==> src/rtl/pipe_stall_ctrl_pkg.sv <==
// ============================================================================
// Module : pipe_stall_ctrl_pkg
// Brief  : Stall encodings and divide FSM state codes for pipe_stall_ctrl.
// Rev    : 1.0  initial release
// ============================================================================
`default_nettype none

package pipe_stall_ctrl_pkg;

  localparam logic c_STOP   = 1'b1;
  localparam logic c_NOSTOP = 1'b0;

  localparam logic [5:0] c_STALL_NONE    = 6'b000000;
  localparam logic [5:0] c_STALL_FROM_ID = 6'b000111;
  localparam logic [5:0] c_STALL_FROM_EX = 6'b001111;

  typedef enum logic [1:0] {
    DIV_IDLE = 2'd0,
    DIV_BUSY = 2'd1,
    DIV_DONE = 2'd2
  } div_state_t;

endpackage

`default_nettype wire

==> src/rtl/pipe_stall_ctrl_sat_counter.sv <==
// ============================================================================
// Module : pipe_stall_ctrl_sat_counter
// Brief  : Increment-enable counter that sticks at all-ones; sync clear on rst.
// Rev    : 1.0  initial release
// ============================================================================
`default_nettype none

module pipe_stall_ctrl_sat_counter #(
  parameter int W = 32
) (
  input  logic         clk,
  input  logic         rst,
  input  logic         inc,
  output logic [W-1:0] count
);

  logic [W-1:0] r_count;

  always_ff @(posedge clk) begin
    if (rst) begin
      r_count <= '0;
    end else if (inc && (r_count != {W{1'b1}})) begin
      r_count <= r_count + W'(1);
    end
  end

  assign count = r_count;

endmodule

`default_nettype wire

==> src/rtl/pipe_stall_ctrl.sv <==
// ============================================================================
// Module : pipe_stall_ctrl
// Brief  : Pipeline stall/flush arbiter with multi-cycle divide sequencing.
//          Optional statistics counters enabled by `PIPE_STALL_STATS_EN.
// Rev    : 1.0  initial release
// ============================================================================
`default_nettype none

module pipe_stall_ctrl
  import pipe_stall_ctrl_pkg::*;
#(
  parameter int DIV_CYCLES = 32,
  parameter int CNT_W      = 6,
  parameter int STAT_W     = 32
) (
  input  logic              clk,
  input  logic              rst,
  input  logic              stallreq_id,
  input  logic              stallreq_ex,
  input  logic              div_start,
  input  logic              div_annul,
  input  logic              flush,
  output logic [5:0]        stall,
  output logic              div_busy,
  output logic              div_ready,
  output logic [STAT_W-1:0] stall_cycles,
  output logic [STAT_W-1:0] flush_count
);

  localparam logic [CNT_W-1:0] c_DIV_LOAD = CNT_W'(DIV_CYCLES);

  div_state_t       r_state, w_state_nxt;
  logic [CNT_W-1:0] r_cnt, w_cnt_nxt;
  logic [5:0]       w_stall;

  always_ff @(posedge clk) begin
    if (rst) begin
      r_state <= DIV_IDLE;
      r_cnt   <= '0;
    end else begin
      r_state <= w_state_nxt;
      r_cnt   <= w_cnt_nxt;
    end
  end

  always_comb begin
    w_state_nxt = r_state;
    w_cnt_nxt   = r_cnt;
    case (r_state)
      DIV_IDLE: begin
        if (div_start && !flush && !div_annul) begin
          w_state_nxt = DIV_BUSY;
          w_cnt_nxt   = c_DIV_LOAD;
        end
      end
      DIV_BUSY: begin
        if (flush || div_annul) begin
          w_state_nxt = DIV_IDLE;
          w_cnt_nxt   = '0;
        end else begin
          w_cnt_nxt = r_cnt - CNT_W'(1);
          if (r_cnt == CNT_W'(1)) begin
            w_state_nxt = DIV_DONE;
          end
        end
      end
      DIV_DONE: begin
        // div_start is ignored here: the EX instruction is leaving with its result.
        w_state_nxt = DIV_IDLE;
        w_cnt_nxt   = '0;
      end
      default: begin
        w_state_nxt = DIV_IDLE;
        w_cnt_nxt   = '0;
      end
    endcase
  end

  // The issue cycle (IDLE with div_start) stalls too, giving DIV_CYCLES+1 stalled cycles.
  always_comb begin
    w_stall = c_STALL_NONE;
    if (rst || flush) begin
      w_stall = c_STALL_NONE;
    end else if ((r_state == DIV_BUSY) || ((r_state == DIV_IDLE) && div_start)) begin
      w_stall = c_STALL_FROM_EX;
    end else if (stallreq_ex) begin
      w_stall = c_STALL_FROM_EX;
    end else if (stallreq_id) begin
      w_stall = c_STALL_FROM_ID;
    end
  end

  assign stall     = w_stall;
  assign div_busy  = (r_state == DIV_BUSY);
  assign div_ready = (r_state == DIV_DONE);

`ifdef PIPE_STALL_STATS_EN
  pipe_stall_ctrl_sat_counter #(.W(STAT_W)) u_stall_cnt (
    .clk   (clk),
    .rst   (rst),
    .inc   (w_stall[0] == c_STOP),
    .count (stall_cycles)
  );

  pipe_stall_ctrl_sat_counter #(.W(STAT_W)) u_flush_cnt (
    .clk   (clk),
    .rst   (rst),
    .inc   (flush),
    .count (flush_count)
  );
`else
  assign stall_cycles = '0;
  assign flush_count  = '0;
`endif

endmodule

`default_nettype wire
==> config.mk <==
export PLATFORM = sky130hd
export DESIGN_NAME = pipe_stall_ctrl
export DESIGN_NICKNAME = d
export VERILOG_FILES = /design/src/rtl/pipe_stall_ctrl_pkg.sv /design/src/rtl/pipe_stall_ctrl_sat_counter.sv /design/src/rtl/pipe_stall_ctrl.sv
export SDC_FILE = /design/constraint.sdc
export NUM_CORES = 1
export LEC_CHECK = 0
export CAP_MARGIN = 5
export CORE_ASPECT_RATIO = 2
export CORE_UTILIZATION = 34
export DETAILED_ROUTE_END_ITERATION = 10
export PLACE_DENSITY = 0.81
export SLEW_MARGIN = 20
export SYNTH_ARGS = -nofsm -noshare
export SYNTH_HDL_FRONTEND = slang
export SYNTH_SLANG_ARGS = --single-unit
==> constraint.sdc <==
create_clock -name clk -period 1.7 [get_ports clk]
set_clock_uncertainty 0.05 [all_clocks]
set_input_delay 0.34 -clock clk [delete_from_list [all_inputs] [get_ports clk]]
set_output_delay 0.34 -clock clk [all_outputs]
set_load 0.03 [all_outputs]
=== Word-level counts from Yosys, hierarchy flattened ===
Cells that the tools add are included.

* Word-level logic and storage cells: 29
* Register bits: 8
* Input bits: 7
* Output and inout port bits: 72

* Reductions and logical operators: 10
* Multiplexer cells: 11
* Add/subtract/negate cells: 1
* Eq/ne operators: 5

{| class="wikitable"
|+ Operators with widths
! kind !! number
|-
| $mux W4 || 3
|-
| $mux W6 || 2
|-
| $pmux W6 S2 || 1
|-
| $eq A6 B1 Y1 const B || 1
|-
| $mux W2 || 3
|-
| $sub A6 B1 Y6 const B || 1
|-
| $pmux W2 S2 || 1
|-
| $logic_and A1 B1 Y1 || 3
|-
| $logic_or A1 B1 Y1 || 3
|-
| $mux W3 || 1
|-
| $ne A3 B1 Y1 const B || 1
|-
| $eq A2 B1 Y1 const B || 1
|-
| $eq A2 B2 Y1 const B || 1
|-
| $logic_not A1 Y1 || 2
|-
| $logic_not A2 Y1 || 1
|-
| $ne A2 B2 Y1 const B || 1
|-
| $reduce_and A2 Y1 || 1
|}

=== Longest topological paths before layout ===
* Depth after elaboration: 5
* Gate-level depth with buffers: 5
* Gate-level depth less buffers: 5

=== Worst setup path after synthesis ===
No wires, ideal clock.

* Kind: register to output
* Start point: reg r_state[1]
* End point: out stall[1]
* Data required time: 1.310 ns
* Path slack: -0.086 ns
* Arrival: 1.396 ns
* Buffers on the path: 1
* Cell stages (with the launch flop): 5
* Path through: dfxtp_1 o21ba_2 o21a_1 a21o_1 buf_4

* Word-level cells in the longest chain between the ends: 5
* Elaborated cells between the ends (all ways): 6
* Classes of those cells: eq/ne: 1; mux: 2; reduce/logical: 3

{| class="wikitable"
|+ RTL lines
! what !! RTL line !! source
|-
| from (decl) || pipe_stall_ctrl.sv:32 || <nowiki>div_state_t r_state, w_state_nxt;</nowiki>
|-
| from (signal assigned) || pipe_stall_ctrl.sv:41 || <nowiki>r_state <= w_state_nxt;</nowiki>
|-
| $logic_not A2 Y1 || pipe_stall_ctrl.sv:84 || <nowiki>end else if ((r_state == DIV_BUSY) || ((r_state == DIV_IDLE) && div_start)) begin</nowiki>
|-
| $logic_and A1 B1 Y1 || pipe_stall_ctrl.sv:84 ||
|-
| $logic_or A1 B1 Y1 * || pipe_stall_ctrl.sv:84 ||
|-
| $mux W4 * || pipe_stall_ctrl.sv:84 ||
|-
| $mux W4 * || pipe_stall_ctrl.sv:82 || <nowiki>if (rst || flush) begin</nowiki>
|-
| to (decl) || pipe_stall_ctrl.sv:23 || <nowiki>output logic [5:0] stall,</nowiki>
|}

Mark *: on every way between the ends. The rest lies on a longest branch, timed or not.

=== Worst setup path after layout ===
* Start point: reg r_state[0]
* End point: out stall[1]

The elaborated chain is that of the path after synthesis.

==> summary.txt <==
Worst hold path
  • Worst hold path stage count: 2
  • Hold EP: r_cnt[4]
  • Hold WC Path Type: flop to flop
  • Hold Crit Start: r_cnt[4]

STA
  • F_max: 0.606 GHz
  • RSZ-0062 raised after global routing: no
  • Fin crit share: 97.1%
  • Setup-failing EPs final: 0
  • Hold violation total from the final report: 0
  • Final Critical Period: 1650 ps
  • Fin Setup TNS: 0 ps
  • Final Max Slew Viols: 0

Synthesis
  • Largest area contributor in the synthesized netlist: buf_4
  • Synth cell types: 34
  • Top cell type's share of synthesized area: 49.8%
  • Post-synth EDFFs: 0
  • Syn_area_per_cell: 7.83 um^2
  • Most common cell in the netlist: buf_4
  • Post-synth top flop: dfxtp_1
  • Post-Syn Area: 0.00103 mm^2
  • Post-synth top cells: buf_4 (68), dfxtp_1 (8), nor2_1 (6)
  • Synthesis warning total: 0
  • Synth top area cells: buf_4 (50%), dfxtp_1 (16%), ha_1 (2.4%)
  • Synth Register Bits: 8
  • Fraction of synthesis flops using an asynchronous set or reset pin: 0%
  • Synth Instances: 131
  • Register area share after synthesis: 15.6%

Pwr
  • Combinational cell fraction of total power: 46.7%
  • P_leak: 0.000555 uW
  • Power Density: 810 mW/mm^2
  • Total Power: between 800 and 900 uW
  • Sequential power share: 27.6%
  • Total internal power: 463 uW
  • Clock share of power: 25.7%
  • Switch Pwr: 393 uW
  • Switching Share: between 40% and 50%
  • Worst vdd ir: approximately 0.45 mV

Global routing
  • Total global routing overflow: 0
  • All-Layer GR Usage: 11.8%
  • First-pass GRT wire length: 2.76 mm
  • Initial antenna violation count: 0
  • Largest net degree at the start of global routing: 8
  • Vias in the first global route: 638

CTS
  • # hold bufs at CTS: 0
  • Clock latency on the worst-skew pair: 220 ps
  • Max clock buf depth: 2
  • TritonCTS Buffers: 3
  • Clock transition at path regs: 40 ps
  • CTS tree: built
  • Clk sinks: 8
  • Clock Tree Root: clkbuf_8
  • H-tree levels: 1

Final layout
  • Share of layout cells above drive strength 1: about a fifth
  • Area grow syn2layout: 3.05%
  • Post-route design area: 0.00106 mm^2
  • Final #Nets: 165
  • Antenna Cells: 0

Floorplan
  • Die Area: 0.00325 mm^2
  • Core area: about 0.0028 mm^2
  • Initial core utilization: approximately 37%
  • Rows: 27
  • Die Width: 40.8 um
  • IO Count: 79
  • Die extent in y: 79.7 um

Place
  • Port buffer count: 12
  • Placed Area: 973 um^2
  • Gpl congestion: 0.854
  • DP HPWL: between 1 and 1.5 mm

Status
  • Status: finished, final reports clean

Drt
  • Post-route DRC: 0
  • DR vias/cell: between 4 and 5
  • Final wirelength: 1.70 mm
  • Routed WL per cell: 9.27 um
  • Routed via count: 786
  • Initial DRC count: 14
  • Final ANT Viol Nets: 0
  • Initial DRT Pass Iterations: 4

Worst setup path
  • Worst r2r dst: r_cnt[1]
  • Length in cells of the worst reg-to-reg path: 5
  • Reg-to-reg setup timing slack: 310 ps
  • Arr. time, crit path: 1260 ps
  • Kind of end point of the critical path: output pin
  • Crit Path Max Fanout: 3
  • Crit path kind: flop to output pin
  • Worst endpoint required time: 1310 ps
  • Startpoint Class: flop
  • Worst r2r src: r_state[0]

Flow run
  • Max-cap violations: 0
-- worst max-delay path, stage by stage, from the launching register on --
cell and delay [ps]:
dfxtp_2 330, o21ba_4 180, o21a_1 190, a21o_4 200, buf_6 140
-- through the flow --
stage | worst slack [ps] | cells | utilization, % | hold slack [ps]
2_1_floorplan | 1.21 | 196 | - | 359
3_3_place_gp | -184 | 177 | 34.7 | 448
3_5_place_dp | -214 | 177 | 34.7 | 452
4_1_cts | -56.6 | 184 | 38.1 | 459
5_1_grt | 11.0 | 183 | 37.7 | 526
6_report | 49.2 | 183 | 37.7 | 463
-- routing by layer --
layer / up-vias / share of wire [%] / global-route usage (%)
met2: 62 / 57 / 21.7
met4: 0 / 1.9 / 5.00
met3: 4 / 9.7 / 2.51
li1: 356 / - / -
met1: 364 / 31 / 11.0
met5: - / 0 / 0
-- cells by family (layout without fill, tap and decap cells) --
kind of cell	after synthesis	in the layout	share of synthesized area, %
and+or+nand+nor	22	22	12.9
AOI/OAI and AO/OA	24	24	16.6
adders and majority gates	2	2	2.44
other	1	66	0.366
buffers and inverters	74	32	52.1
DFF	8	8	15.6
-- power groups by stage --
| stage | Clock [uW] | Sequential (uW) | Combinational, uW |
|---|---|---|---|
| global route | 244 | 241 | 433 |
| global placement | 0 | 236 | 381 |
| finish | 220 | 236 | 400 |
| CTS | 228 | 234 | 402 |
| detailed placement | 0 | 237 | 384 |
| floorplan | 0 | 232 | 433 |
-- cell usage in the layout (no fill, tap or decap), types with 3 or more instances in the layout --
master,instances
buf_4,13
dfxtp_1,6
inv_1,5
nor3_1,3
a31oi_1,3
o21ai_0,4
dlygate4sd2_1,3
clkbuf_8,3
nor2_1,5
buf_6,4
nand3_1,3
conb_1,66
-- state kept, by name (all words and copies together), names as in the netlist --
name     count
r_state      2
r_cnt        6
-- worst max-delay path by stage --
stage | start | endpoint | cells past startpoint
6_report | r_state[0] | stall[1] | 4
5_1_grt | r_state[0] | stall[1] | 4
4_1_cts | r_state[0] | stall[1] | 5
3_5_place_dp | div_start | stall[1] | 5
3_3_place_gp | div_start | stall[0] | 5
2_1_floorplan | r_state[1] | stall[1] | 4
-- layout make-up --
class,instances,area (um^2)
flip-flops and latches,8,163
multi-input cells,114,592
repair buffers,24,206
inverters,5,18.8
clock buffers,3,41.3
well taps,29,36.3
fillers,296,1750
-- what timing repair did --
| action | 4_1_cts | 5_1_grt |
|---|---|---|
| pin swaps | 3 | 1 |
| setup buffers | 4 | 0 |
| resized for setup | 12 | 4 |
| hold endpoints to repair | 0 | 0 |
| setup endpoints to repair | 5 | 4 |
Power figures use the tool's default switching activity.
